### config.mk
export PLATFORM = sky130hd
export DESIGN_NAME = fminmax_reduce
export DESIGN_NICKNAME = d
export VERILOG_FILES = /design/src/rtl/fp_pkg.sv /design/src/rtl/fcmp_total.sv /design/src/rtl/fminmax_reduce.sv
export SDC_FILE = /design/constraint.sdc
export NUM_CORES = 1
export LEC_CHECK = 0
export CAP_MARGIN = 10
export CELL_PAD_IN_SITES_DETAIL_PLACEMENT = 0
export CELL_PAD_IN_SITES_GLOBAL_PLACEMENT = 1
export CORE_ASPECT_RATIO = 1.4
export CORE_UTILIZATION = 42
export CTS_CLUSTER_SIZE = 24
export DETAILED_ROUTE_END_ITERATION = 7
export GPL_TIMING_DRIVEN = 0
export PLACE_DENSITY_LB_ADDON = 0.08
export SLEW_MARGIN = 20
export SYNTH_ARGS = -nofsm -noshare
export SYNTH_HDL_FRONTEND = slang
export SYNTH_HIERARCHICAL = 1
export SYNTH_SLANG_ARGS = --single-unit
### constraint.sdc
create_clock -name clk -period 3.9 [get_ports clk]
set_clock_uncertainty 0.2 [all_clocks]
set_input_delay 0.78 -clock clk [delete_from_list [all_inputs] [get_ports clk]]
set_output_delay 0.78 -clock clk [all_outputs]
set_load 0.005 [all_outputs]
### src/rtl/fp_pkg.sv
// Shared floating-point library definitions: min/max mode encoding,
// canonical quiet-NaN patterns and exponent field widths.
package fp_pkg;

  typedef enum logic {
    FP_MODE_MAX = 1'b0,
    FP_MODE_MIN = 1'b1
  } fp_mode_e;

  localparam logic [31:0] FP_QNAN_32 = 32'h7FC0_0000;
  localparam logic [63:0] FP_QNAN_64 = 64'h7FF8_0000_0000_0000;

  localparam int unsigned FP_EXP_W_32 = 8;
  localparam int unsigned FP_EXP_W_64 = 11;

endpackage

### src/rtl/fcmp_total.sv
// Combinational IEEE-754 total-order compare: x_gt_y when key(x) > key(y),
// key = ~x for negative values, x with the MSB set otherwise.
module fcmp_total #(
  parameter int DataWidth = 32
) (
  input  logic [DataWidth-1:0] x,
  input  logic [DataWidth-1:0] y,
  output logic                 x_gt_y
);

  logic [DataWidth-1:0] key_x;
  logic [DataWidth-1:0] key_y;

  always_comb begin
    key_x = x[DataWidth-1] ? ~x : {1'b1, x[DataWidth-2:0]};
    key_y = y[DataWidth-1] ? ~y : {1'b1, y[DataWidth-2:0]};
    x_gt_y = key_x > key_y;
  end

endmodule

### src/rtl/fminmax_reduce.sv
// Streaming FP min/max reduction with argmin/argmax index over Length elements.
// Optional NaN propagation is enabled by defining FMINMAX_NAN_PROPAGATE_EN.
module fminmax_reduce
  import fp_pkg::*;
#(
  parameter int DataWidth = 32,
  parameter int ExpWidth  = 8,
  parameter int Length    = 8,
  parameter int IdxWidth  = (Length > 1) ? $clog2(Length) : 1
) (
  input  logic                 clk,
  input  logic                 rst,
  input  logic                 pipeEn,
  input  logic                 go,
  input  logic                 mode,
  input  logic [DataWidth-1:0] a,
  output logic [DataWidth-1:0] result,
  output logic [IdxWidth-1:0]  idx,
  output logic                 rdy
);

  localparam logic [IdxWidth-1:0] CNT_LAST = IdxWidth'(Length - 1);

  logic [IdxWidth-1:0]  cnt;

  logic                 s1_vld;
  logic                 s1_first;
  logic                 s1_last;
  logic [IdxWidth-1:0]  s1_idx;
  logic [DataWidth-1:0] s1_val;
  fp_mode_e             s1_mode;

  logic                 s2_last;
  logic [DataWidth-1:0] acc_val;
  logic [IdxWidth-1:0]  acc_idx;
  fp_mode_e             acc_mode;

  logic [DataWidth-1:0] cmp_x;
  logic [DataWidth-1:0] cmp_y;
  logic                 better;

  // S1: input register and element counter
  always_ff @(posedge clk or posedge rst) begin
    if (rst) begin
      cnt      <= '0;
      s1_vld   <= 1'b0;
      s1_first <= 1'b0;
      s1_last  <= 1'b0;
      s1_idx   <= '0;
      s1_val   <= '0;
      s1_mode  <= FP_MODE_MAX;
    end else if (pipeEn) begin
      s1_vld <= go;
      if (go) begin
        s1_val   <= a;
        s1_mode  <= fp_mode_e'(mode);
        s1_idx   <= cnt;
        s1_first <= (cnt == '0);
        s1_last  <= (cnt == CNT_LAST);
        cnt      <= (cnt == CNT_LAST) ? '0 : cnt + 1'b1;
      end
    end
  end

  // Min mode reuses the single comparator with swapped operands.
  always_comb begin
    cmp_x = (acc_mode == FP_MODE_MIN) ? acc_val : s1_val;
    cmp_y = (acc_mode == FP_MODE_MIN) ? s1_val  : acc_val;
  end

  fcmp_total #(
    .DataWidth(DataWidth)
  ) u_cmp (
    .x      (cmp_x),
    .y      (cmp_y),
    .x_gt_y (better)
  );

`ifdef FMINMAX_NAN_PROPAGATE_EN
  localparam logic [DataWidth-1:0] QNAN = (DataWidth == 64) ? DataWidth'(FP_QNAN_64)
                                                            : DataWidth'(FP_QNAN_32);
  logic acc_nan;
  logic elem_nan;

  always_comb begin
    elem_nan = (&s1_val[DataWidth-2 -: ExpWidth]) && (|s1_val[DataWidth-ExpWidth-2:0]);
  end
`endif

  // S2: accumulator; strict improvement only, so ties keep the earliest index
  always_ff @(posedge clk or posedge rst) begin
    if (rst) begin
      s2_last  <= 1'b0;
      acc_val  <= '0;
      acc_idx  <= '0;
      acc_mode <= FP_MODE_MAX;
`ifdef FMINMAX_NAN_PROPAGATE_EN
      acc_nan  <= 1'b0;
`endif
    end else if (pipeEn) begin
      s2_last <= s1_vld && s1_last;
      if (s1_vld) begin
        if (s1_first) begin
          acc_val  <= s1_val;
          acc_idx  <= '0;
          acc_mode <= s1_mode;
`ifdef FMINMAX_NAN_PROPAGATE_EN
          acc_nan  <= elem_nan;
        end else if (!acc_nan) begin
          if (elem_nan) begin
            acc_nan <= 1'b1;
            acc_idx <= s1_idx;
          end else if (better) begin
            acc_val <= s1_val;
            acc_idx <= s1_idx;
          end
`else
        end else if (better) begin
          acc_val <= s1_val;
          acc_idx <= s1_idx;
`endif
        end
      end
    end
  end

  // Output register: rdy pulses once per vector and stretches across stalls
  always_ff @(posedge clk or posedge rst) begin
    if (rst) begin
      result <= '0;
      idx    <= '0;
      rdy    <= 1'b0;
    end else if (pipeEn) begin
      rdy <= s2_last;
      if (s2_last) begin
        idx    <= acc_idx;
`ifdef FMINMAX_NAN_PROPAGATE_EN
        result <= acc_nan ? QNAN : acc_val;
`else
        result <= acc_val;
`endif
      end
    end
  end

endmodule

==> results.toml, run 1 <==
[yosys]
yosysMostFrequentCell = "mux2_2"
synth_top_area_share_pct = 44.04
syn-num-nets = 554
syn_avg_cell_area_sq_um = 13.56
synth-seq-cells = 115
synth_common_cells = "mux2_2 (144), dfrtp_1 (115), ha_1 (35)"
ys_top_cells_by_area = "dfrtp_1 (44%), mux2_2 (25%), ha_1 (6.7%)"
yosysTopAreaCell = "dfrtp_1"
ys_types = 40
ys_seq_area_share_pct = 44.04
synth_edf_count = 0
synthArstFlopShare_pct = 100.0
ys_warn_count = 6
synthFlopType = "dfrtp_1"
syn-cell-area_sq_um = 6534
syn_inst = 482

[worst_setup_path]
rr_endpoint = "acc_val[21]"
critPathArrivalTime_ns = 3.85
reg2reg_slack_ns = 0.15
required_ns = 4.00
cp-end-kind = "register"
crit_family = "compound AO/OA/AOI/OAI gates"
path_buf_inv = 4
startpoint_type = "register"
slowest_delay_ns = 0.37
ff2ff_path_depth = 14
r2r-start = "acc_mode"
cp_cell_sequence = "buf_4 > mux2_4 > buf_6 > xor2_1 > ha_1 > nand4_2 > nor4_2 > a21boi_2 > o31ai_4 > a31oi_4 > o211ai_4 > buf_12 > buf_12 > mux2_4"
critPathKind = "reg2reg"
crit_path_max_fanout = 10
crit_path_top_delay_cell = "dfrtp_1"

[power]
powerDensity_nw_per_um2 = 975.6
leakage_nw = 3.708
p_switching_mw = 2.868
power_mw = 8.091
pwr-share-seq_pct = 24.8
intPower_mw = 5.222
power_frac_comb_pct = 56.0
p_sw_share_pct = 35.45
irDropWorstVdd_v = 0.0004718
pwr-share-clk_pct = 19.2

[detailed_routing]
viasPerCell = 5.157
drc = 0
routed_wirelength_mm = 13.16
firstDrtPassIters = 4
drtIter0Drc = 65
wire_per_inst_um = 16.85
vias = 4028
drtAntennaViolNets = 0

[placement]
portBuffers = 71
gp_congestion = 0.7588
hpwl_mm = 9.423

[job]
drv_cap = 0

[grt]
overflow = 0
grt_max_degree = 35
grt_pass1_vias = 4432
grtUsageTotal_pct = 18.41
grt_pass1_wl_mm = 22.22
antenna_found_initial = 0

[clock_network]
htree_levels = 4
cts_sinks = 115
clock_latency_ns = 0.42
cts_tree = "built"
path_clk_slew_ns = 0.05
root_buffer = "clkbuf_16"
cts.hold.buffers_added = 0
max-clock-path-buffers = 2
numCtsBuffers = 17

[sta]
max_freq_ghz = 0.2668
fin_setup_tns_ns = 0
slew_headroom_pct = 66.55
rsz0062_at_grt = "no"
min_period_ns = 3.749
finalMaxSlewViolations = 0
fin_crit_sh_pct = 96.12
hold_viol_final = 0
worst_slew_pin_slew_ns = 0.5007
setup_viol = 0

[floorplanning]
dieArea_sq_um = 16070
initial_core_util_pct = 43.21
fp.dieW_um = 107.4
die_h_um = 149.6
core_sq_um = 15120
ios = 73
placementRows = 53

[cells_and_area]
fill_cells = 1304
drive_gt1_share_pct = 41.77
antennaDiodeCount = 0
areaGrowthSynthToFinish_pct = 26.92
layout.nets = 648

[worst_hold_path]
min_from = "acc_idx[1]"
worstHoldPathType = "reg2reg"
hold_end = "acc_idx[1]"
min_path_cells = 1

[status]
status = "finished, final reports clean"
==> registers in the layout, indices dropped and copies added, names as in the netlist <==
register / count
acc_idx: 3
s1_val: 32
s1_mode: 1
s1_first: 1
s1_idx: 3
s2_last: 1
idx: 3
s1_last: 1
acc_val: 32
acc_mode: 1
result: 32
cnt: 3
rdy: 1
s1_vld: 1
==> worst reg2reg max path, delay by kind of cell (launching register included) <==
family          cells  cell delay, ns
compound gates      4            0.73
buf+inv             4            0.67
mux                 2            0.66
simple gates        2            0.49
flops               1            0.37
fa+ha+maj           1            0.33
xor+xnor            1            0.18
==> cell families after synthesis <==
group	Yosys count	share of synthesized area, %
flip-flops	115	44.04
XOR/XNOR	62	8.311
AO/OA/AOI/OAI	30	3.256
adder cells (fa/ha/maj)	35	6.702
AND/OR/NAND/NOR	34	3.313
multiplexers	173	31.42
buffers and inverters	33	2.949
==> what timing repair did <==
item / 4_1_cts / 5_1_grt
resized for setup: 25 / 10
pin swaps: 2 / 5
buffers inserted: 3 / 0
setup endpoints to repair: 35 / 33
==> per-stage QoR <==
| step | util, % | setup WS, ns | cell area, sq um | hold WS, ns | std cells |
|---|---|---|---|---|---|
| 2_1_floorplan | - | 0.1563 | 6538 | 0.2620 | 482 |
| 3_3_place_gp | 49.53 | -0.4827 | 7488 | 0.2826 | 745 |
| 3_5_place_dp | 49.93 | -0.4832 | 7548 | 0.2800 | 748 |
| 4_1_cts | 54.64 | 0.01687 | 8262 | 0.3015 | 781 |
| 5_1_grt | 54.85 | 0.002026 | 8293 | 0.3156 | 781 |
| 6_report | 54.85 | 0.1514 | 8293 | 0.2977 | 781 |
==> layout by cell type, fill, tap and decap left out, types with 2 or more instances in the layout <==
| cell | synthesis | layout |
|---|---|---|
| bufinv_16 | 0 | 3 |
| buf_2 | 16 | 4 |
| buf_6 | 1 | 7 |
| clkbuf_1 | 2 | 4 |
| nand3_1 | 8 | 8 |
| a22o_1 | 2 | 2 |
| clkdlybuf4s50_1 | 0 | 71 |
| nand4_2 | 2 | 2 |
| ha_1 | 35 | 35 |
| buf_12 | 0 | 7 |
| clkbuf_16 | 0 | 17 |
| inv_1 | 7 | 6 |
| mux2_4 | 28 | 30 |
| o21ai_0 | 5 | 4 |
| a21o_1 | 3 | 3 |
| nor2b_1 | 2 | 2 |
| a21oi_1 | 11 | 11 |
| clkinv_2 | 0 | 4 |
| nand4_1 | 4 | 4 |
| xor2_1 | 31 | 31 |
| mux2_2 | 144 | 142 |
| buf_4 | 5 | 12 |
| nor2_1 | 4 | 4 |
| nand2_1 | 4 | 4 |
| clkinvlp_4 | 0 | 4 |
| xnor2_1 | 31 | 30 |
| a221o_1 | 3 | 3 |
| dfrtp_1 | 115 | 115 |
==> power groups by stage <==
stage / logic (mW) / clock network, mW / registers, mW
after detailed placement: 4.33 / 0 / 2.03
final: 4.53 / 1.55 / 2.01
after floorplan: 3.25 / 0 / 1.94
after CTS: 4.58 / 1.60 / 2.01
after global placement: 4.27 / 0 / 2.01
after global routing: 5.04 / 1.65 / 2.09
==> final cells by class <==
type | instances | area (sq um) | area share, %
plain buffers | 24 | 234.0 | 2.821
well taps | 192 | 240.2 | 2.897
repair buffers | 77 | 805.8 | 9.716
clock inverters | 10 | 132.6 | 1.599
clock buffers | 22 | 454.2 | 5.477
multi-input cells | 334 | 3518 | 42.43
inverters | 7 | 30.03 | 0.3621
flip-flops and latches | 115 | 2878 | 34.70
==> worst max path at each step <==
stage	from	endpoint	slack, ns	depth (start not counted)
global route	acc_mode	acc_val[18]	0.002	14
detailed placement	acc_mode	acc_val[7]	-0.48	14
finish	acc_mode	acc_val[21]	0.15	14
CTS	acc_mode	acc_val[7]	0.02	13
floorplan	acc_mode	acc_val[0]	0.16	14
global placement	acc_mode	acc_val[5]	-0.48	14
==> layer usage <==
metal / vias to the layer above / global-route usage, % / part of all wire [%]
li1: 1916 / - / -
met1: 2044 / 20.99 / 43
met2: 54 / 32.71 / 53
met3: 14 / 4.573 / 2.6
met4: 0 / 7.329 / 1.6
met5: - / 0 / 0
(Power assumes the default switching activity.)
==> inputs of run 2 (changes only) <==
CORE_MARGIN = 8   (was default)
SLEW_MARGIN = default   (was 20)
==> run 2 against run 1 <==
Net effect:
- core utilization fell by 0.99 points
- final area barely moved
- final cell count rose by 0.13%
- critical path type unchanged
==> results.toml, run 2 (synthesis results as in run 1) <==
[floorplanning]
die_h_um = 163.6
dieArea_sq_um = 19860
fp.dieW_um = 121.4
ios = 73
core_sq_um = 15400
placementRows = 54
initial_core_util_pct = 42.41

[cells_and_area]
final_common_cell = "mux2_2"
design_area_sq_um = 8297
largestRegisters = "acc_val x32, result x32, s1_val x32"
areaGrowthSynthToFinish_pct = 26.98
fill_cells = 1403
register_area_sq_um = 2878
drive_gt1_share_pct = 41.64
layout.nets = 649
utilization_pct = 53.86
final_cell_mix = "mux2_2 (142), dfrtp_1 (115), clkdlybuf4s50_1 (71)"
antennaDiodeCount = 0
multiInputGateArea_sq_um = 3511

[sta]
fin_crit_sh_pct = 96.06
fin_setup_tns_ns = 0
worst_slew_pin_slew_ns = 0.3378
slew_headroom_pct = 77.48
fin_ws_ns = 0.1535
hold_viol_final = 0
min_period_ns = 3.746
setup_viol = 0
max_freq_ghz = 0.2669
finalMaxSlewViolations = 0
rsz0062_at_grt = "no"

[worst_setup_path]
crit_path_top_delay_cell = "a221o_1"
crit_path_max_fanout = 10
ff2ff_path_depth = 14
slowest_delay_ns = 0.39
r2r-start = "acc_mode"
required_ns = 4.00
cp_cell_sequence = "buf_6 > mux2_4 > buf_6 > xor2_1 > ha_1 > a21oi_1 > nand2_1 > a221o_1 > o31ai_4 > a31oi_4 > o211ai_4 > buf_12 > buf_8 > mux2_4"
critPathArrivalTime_ns = 3.84
reg2reg_slack_ns = 0.15
cp-end-kind = "register"
critPathKind = "reg2reg"
rr_endpoint = "acc_val[5]"
startpoint_type = "register"

[worst_hold_path]
hold_end = "result[10]"
min_path_cells = 1
worstHoldPathType = "reg2reg"
min_from = "result[10]"

[detailed_routing]
firstDrtPassIters = 6
routed_wirelength_mm = 13.80
viasPerCell = 5.125
vias = 4008
drtAntennaViolNets = 0
wire_per_inst_um = 17.65
drtIter0Drc = 124
drc = 0

[placement]
gp_congestion = 0.7452
portBuffers = 71
placed_area_sq_um = 7553
hpwl_mm = 10.03
preCtsSetupSlack_ns = -0.4807

[clock_network]
path_clk_slew_ns = 0.05
cts_sinks = 115
numCtsBuffers = 17
htree_levels = 4
max-clock-path-buffers = 2
root_buffer = "clkbuf_16"
cts_tree = "built"
clock_latency_ns = 0.41

[grt]
grt_pass1_wl_mm = 22.96
grt_max_degree = 43
overflow = 0
grtUsageTotal_pct = 15.00
grt_pass1_vias = 4463
antenna_found_initial = 0

[job]
drv_cap = 0

[status]
status = "finished, final reports clean"

[power]
irDropWorstVdd_v = 0.0004212
leakage_nw = 3.715
powerDensity_nw_per_um2 = 976.8
## run 2: layer usage
layer  share of wire, %  routed length, um  global-route usage (%)
met5                  0                  0                       0
met4                1.5                210                   6.078
met3                4.1                571                   4.428
met2                 54               7387                   26.41
met1                 41               5630                   16.44
## run 2: layout make-up
cell class	count	area share, %
Clock inverter	6	1.267
Sequential cell	115	34.69
Tap cell	196	2.956
Inverter	7	0.3619
Multi-Input combinational cell	334	42.32
Buffer	24	2.850
Clock buffer	22	5.716
Timing Repair Buffer	78	9.848
## run 2: what timing repair did
item                       in CTS  in global routing
pin swaps                       2                  2
hold buffers                    0                  0
gates resized for setup        26                 10
setup buffers                   4                  0
setup endpoints to repair      35                 33
## run 2: metrics by stage
step	hold slack, ns	total power [mW]	cells
floorplan	0.2620	5.186	482
global placement	0.2834	6.312	749
detailed placement	0.2857	6.379	752
CTS	0.3031	8.204	782
global route	0.3080	8.776	782
finish	0.2996	8.104	782
## run 2: report_power, final
group,switching (mW),internal (mW)
Sequential,0.355,1.66
Clock,0.501,1.03
Combinational,2.01,2.55
Total,2.86,5.24
## run 2: worst max-delay path by stage
| stage | startpoint | endpoint | slack [ns] | depth (start not counted) |
|---|---|---|---|---|
| floorplan | acc_mode | acc_val[0] | 0.16 | 14 |
| finish | acc_mode | acc_val[5] | 0.15 | 14 |
| CTS | acc_mode | acc_val[2] | 0.04 | 14 |
| global route | acc_mode | acc_val[1] | 0.02 | 14 |
| global placement | acc_mode | acc_val[4] | -0.51 | 14 |
| detailed placement | acc_mode | acc_val[2] | -0.48 | 14 |
## run 2: worst max-delay path, delay by kind of cell (launching register included)
kind            cells  cell delay, ns
mux                 2            0.66
compound gates      5            1.16
flops               1            0.38
buf+inv             4            0.65
xor+xnor            1            0.17
fa+ha+maj           1            0.34
simple gates        1            0.08
